[config.mk]
export PLATFORM = sky130hd
export DESIGN_NAME = mem_responder
export DESIGN_NICKNAME = d
export VERILOG_FILES = /design/src/rtl/mem_responder.sv
export SDC_FILE = /design/constraint.sdc
export NUM_CORES = 2
export LEC_CHECK = 0
export BUFFER_PORTS_ARGS = -buffer_cell sky130_fd_sc_hd__buf_2
export CAP_MARGIN = 20
export CORE_ASPECT_RATIO = 2
export CORE_MARGIN = 2
export CORE_UTILIZATION = 47
export CTS_BUF_LIST = sky130_fd_sc_hd__clkbuf_2
export DETAILED_ROUTE_END_ITERATION = 10
export PLACE_DENSITY_LB_ADDON = 0.3
export SLEW_MARGIN = 20
export SYNTH_ARGS = -nofsm -noshare
export SYNTH_HDL_FRONTEND = slang
export SYNTH_SLANG_ARGS = --single-unit
[constraint.sdc]
create_clock -name Clk -period 6.9 [get_ports Clk]
set_clock_uncertainty 0.15 [all_clocks]
set_input_delay 0.69 -clock Clk [delete_from_list [all_inputs] [get_ports Clk]]
set_output_delay 0.69 -clock Clk [all_outputs]
set_load 0.01 [all_outputs]
[src/rtl/mem_responder.sv]
// Word-addressed RAM plus one memory-mapped I/O port behind the LC-3 MAR/MDR interface.
// Each request passes through a programmable wait-state delay before its single access.
module mem_responder #(
  parameter int          DEPTH       = 256,
  parameter int          WAIT_STATES = 2,
  parameter logic [15:0] IO_ADDR     = 16'hFFFF
) (
  input  logic        Clk,
  input  logic        Reset,
  input  logic        MEM_CE,
  input  logic        MEM_WE,
  input  logic [15:0] ADDR,
  input  logic [15:0] DATA_IN,
  input  logic [15:0] SWITCHES,
  output logic [15:0] DATA_TO_CPU,
  output logic        MEM_READY,
  output logic        BUSY,
  output logic [15:0] HEX_OUT,
  output logic [2:0]  dbg_state_o
);

  localparam int AW = (DEPTH > 1) ? $clog2(DEPTH) : 1;

  // Handshake: the CPU raises MEM_CE with ADDR/DATA_IN/MEM_WE valid and keeps it high
  // until MEM_READY (one cycle) is seen; the request is captured on the first edge only.
  typedef enum logic [2:0] {
    S_IDLE   = 3'd0,
    S_WAIT   = 3'd1,
    S_ACCESS = 3'd2,
    S_DONE   = 3'd3,
    S_HOLD   = 3'd4
  } state_t;

  state_t      state_q, state_d;
  logic [3:0]  cnt_q, cnt_d;
  logic [15:0] addr_q, addr_d;
  logic [15:0] wdata_q, wdata_d;
  logic        we_q, we_d;
  logic [15:0] rdata_q, rdata_d;
  logic [15:0] hex_q, hex_d;

  logic [15:0] ram [DEPTH];
  logic        in_ram;
  logic        is_io;
  logic        ram_we;

  assign in_ram = ({1'b0, addr_q} < 17'(DEPTH));
  assign is_io  = (addr_q == IO_ADDR);
  assign ram_we = (state_q == S_ACCESS) && we_q && in_ram;

  always_comb begin
    state_d = state_q;
    cnt_d   = cnt_q;
    addr_d  = addr_q;
    wdata_d = wdata_q;
    we_d    = we_q;
    rdata_d = rdata_q;
    hex_d   = hex_q;
    case (state_q)
      S_IDLE: begin
        if (MEM_CE) begin
          addr_d  = ADDR;
          wdata_d = DATA_IN;
          we_d    = MEM_WE;
          cnt_d   = 4'(WAIT_STATES);
          state_d = (WAIT_STATES != 0) ? S_WAIT : S_ACCESS;
        end
      end
      S_WAIT: begin
        // A dropped request abandons the access before anything is written.
        if (!MEM_CE) begin
          cnt_d   = 4'd0;
          state_d = S_IDLE;
        end else begin
          cnt_d = cnt_q - 4'd1;
          if (cnt_q == 4'd1) state_d = S_ACCESS;
        end
      end
      S_ACCESS: begin
        if (we_q) begin
          if (!in_ram && is_io) hex_d = wdata_q;
        end else if (in_ram) begin
          rdata_d = ram[addr_q[AW-1:0]];
        end else if (is_io) begin
          rdata_d = SWITCHES;
        end else begin
          rdata_d = 16'h0000;
        end
        state_d = S_DONE;
      end
      S_DONE: begin
        state_d = MEM_CE ? S_HOLD : S_IDLE;
      end
      S_HOLD: begin
        if (!MEM_CE) state_d = S_IDLE;
      end
      default: state_d = S_IDLE;
    endcase
  end

  always_ff @(posedge Clk or negedge Reset) begin
    if (!Reset) begin
      state_q <= S_IDLE;
      cnt_q   <= 4'd0;
      addr_q  <= 16'h0000;
      wdata_q <= 16'h0000;
      we_q    <= 1'b0;
      rdata_q <= 16'h0000;
      hex_q   <= 16'h0000;
    end else begin
      state_q <= state_d;
      cnt_q   <= cnt_d;
      addr_q  <= addr_d;
      wdata_q <= wdata_d;
      we_q    <= we_d;
      rdata_q <= rdata_d;
      hex_q   <= hex_d;
    end
  end

  // RAM has no reset so its contents survive Reset and it maps onto block RAM.
  always_ff @(posedge Clk) begin
    if (ram_we) ram[addr_q[AW-1:0]] <= wdata_q;
  end

  assign DATA_TO_CPU = rdata_q;
  assign HEX_OUT     = hex_q;
  assign MEM_READY   = (state_q == S_DONE);
  assign BUSY        = (state_q != S_IDLE);
  assign dbg_state_o = state_q;

endmodule

==> results.toml <==
[global_routing]
grt-ovfl-total = 0
grt_pass1_vias = 86373
antenna_found_initial = 29
grt_usage_pct = 26.0
grt_pass1_wl_um = 636000
grt_max_degree = 162

[route]
routedWlPerCell_um = 33.5
dr.first_iter.drc_count = 8981
drtAntennaViolNets = 0
drtPass1Iterations = 8
route.detailed.drc = 0
finalWirelength_um = 455000
vias = 83328
viasPerCell = 6.13

[clock_network]
clockBufferDepth = 4
clock-sinks = 4168
htreeDepth = 6
clk_latency_ns = 2.01
cts_resized = 0
cts_tree = "built"
cts_made_buffers = 818
ctsHoldBuffers = 147
cts_setup_buffers = 0
cts_root_buf = "clkbuf_2"
clk_pin_slew_ns = 0.14

[critical_path]
reg2reg_slack_ns = 1.50
r2r-start = "addr_q[0]"
cp-end-kind = "flop"
reg2reg_depth = 7
cp.arrival_ns = 7.10
criticalPathCategory = "reg -> reg"
critPathMaxFanout = 46
startpoint_type = "flop"
worstReg2RegEnd = "DATA_TO_CPU[8]"
required_ns = 8.60

[place]
dp_hpwl_um = 289000
place.gp.congestion = 0.950
io_buffers = 88
dpl_cell_area_um2 = 167000

[synth]
ys.flop_type = "edfxtp_1"
synth-edff-count = 4096
seq_area_frac_synth_pct = 78.1
ys_seq_elements = 4168
synth_cell_types = 70
avgSynthCellArea_um2 = 21.5
yosysWarnings = 0
ys_async_sr_fraction_pct = 1.73
syn-num-nets = 7501
netlist_instances = 7447
mappedNetlistArea_um2 = 160000

[cells_and_area]
area_delta_synth_final_pct = 10.4
nNetsFinal = 8555
seqCellArea_um2 = 125000
layout-drive-gt1-share_pct = 30.0
fillers = 26360
final_area_um2 = 176000
multiInputGateArea_um2 = 32800

[timing]
timing.final.crit_period_ns = 5.40
slew_headroom_pct = 17.7
tightest_slew_ns = 1.24
rsz0062_at_grt = "false"
slew_viol_final = 0
setup_tns_ns = 0
fin_crit_sh_pct = 78.3
hold_viol_final = 0
setup_viol = 0
clock.fmax_mhz = 185

[min_path]
holdPathEnd = "DATA_TO_CPU[4]"
min_from = "SWITCHES[4]"
holdPathStages = 5
hold_path.class = "in -> reg"

[pwr]
power.density_nw_per_um2 = 389
finalPower_w = 0.0687
max-vdd-ir-drop_uv = 340
leakage_nw = 57.4

[floorplanning]
start_util_pct = 47.3
core-area_um2 = 338000
die_h_um = 829
die_area_um2 = 345000
rows = 302
ios = 89
die_w_um = 416

[run_status]
outcome = "finished clean"

[flow_run]
cap_violations = 0
Yosys cell counts, types with 39 or more instances:
| library cell | number | area [um^2] |
|---|---|---|
| edfxtp_1 | 4096 | 123000 |
| mux4_2 | 804 | 18100 |
| mux2i_1 | 472 | 4720 |
| nor2_1 | 339 | 1270 |
| a22oi_1 | 213 | 1600 |
| clkbuf_1 | 175 | 657 |
| buf_2 | 148 | 741 |
| a221oi_1 | 106 | 928 |
| a21oi_1 | 104 | 521 |
| nand2_1 | 95 | 357 |
| nand3_1 | 78 | 390 |
| dfrtp_1 | 72 | 1800 |
| o22ai_1 | 69 | 432 |
| nand4_1 | 65 | 407 |
| and3_1 | 60 | 375 |
| buf_4 | 59 | 443 |
| o21ai_0 | 59 | 295 |
| mux2_2 | 39 | 439 |
worst max path at each step:
stage	start	end	slack, ns	depth (start not counted)
after global routing	addr_q[0]	DATA_TO_CPU[15]	1.46	8
final	addr_q[0]	DATA_TO_CPU[8]	1.50	7
after detailed placement	addr_q[0]	DATA_TO_CPU[8]	1.03	7
after floorplan	wdata_q[0]	ram[0][0]	2.75	0
after global placement	addr_q[0]	DATA_TO_CPU[11]	0.37	9
after CTS	addr_q[0]	DATA_TO_CPU[8]	1.01	7
metal layers:
| layer | global-route usage (%) | routed length [um] |
|---|---|---|
| met5 | 0 | 69 |
| met4 | 20.4 | 39800 |
| met3 | 4.32 | 31000 |
| met2 | 45.9 | 239000 |
| met1 | 27.6 | 145000 |
sequential cells by signal, summed over array words and instances (netlist names):
signal       count
ram           4096
DATA_TO_CPU     16
HEX_OUT         16
addr_q          16
wdata_q         16
cnt_q            4
dbg_state_o      3
we_q             1
layout by cell type, fill, tap and decap left out, drive strengths merged, types with 69 or more instances in the layout:
cell	synthesis	final
edfxtp	4096	4096
clkbuf	175	1161
mux4	804	804
buf	271	534
mux2i	472	472
nor2	340	340
clkinv	2	261
a22oi	213	213
dlygate4sd3	0	146
a221oi	121	121
a21oi	104	104
nand2	96	96
nand3	78	78
dfrtp	72	72
o22ai	69	69
through the flow:
stage / setup slack [ns] / hold WS (ns) / utilization [%] / cells
floorplan: 2.75 / 0.244 / - / 7447
finish: 1.50 / 0.191 / 52.2 / 13584
CTS: 1.01 / 0.0124 / 52.1 / 13542
detailed placement: 1.03 / 0.325 / 49.5 / 11935
global placement: 0.367 / 0.322 / 49.4 / 11917
global route: 1.46 / 0.161 / 52.2 / 13573
critical path: stages (launching register included):
cell and delay [ns]:
dfrtp_4 0.90, buf_4 0.76, mux4_2 0.61, a22oi_1 0.26
nand4_1 0.69, nor3_2 0.79, a21oi_1 0.54, or3_1 0.45
power by group:
part / switching, W / internal, W / leakage [nW]
Sequential: 0.00138 / 0.0318 / 37.7
Combinational: 0.0142 / 0.00706 / 14.1
Clock: 0.00918 / 0.00518 / 5.65
Total: 0.0247 / 0.0440 / 57.4
final cells by class:
class / count / area share (%)
sequential: 4168 / 70.8
multi-input combinational: 2825 / 18.6
clock buffer: 1161 / 3.29
timing repair buffer: 680 / 3.21
tap: 4408 / 3.12
clock inverter: 299 / 0.953
antenna: 35 / 0.0496
inverter: 8 / 0.0184
cells by family after synthesis:
kind of cell,after synthesis,synth area share (%)
and+or+nand+nor,729,2.15
AOI/OAI and AO/OA,769,3.60
muxes,1325,14.6
DFF,4168,78.1
adders and majority gates,2,0.0157
buffers and inverters,454,1.52
No activity file was read; power rests on OpenSTA's default activity.
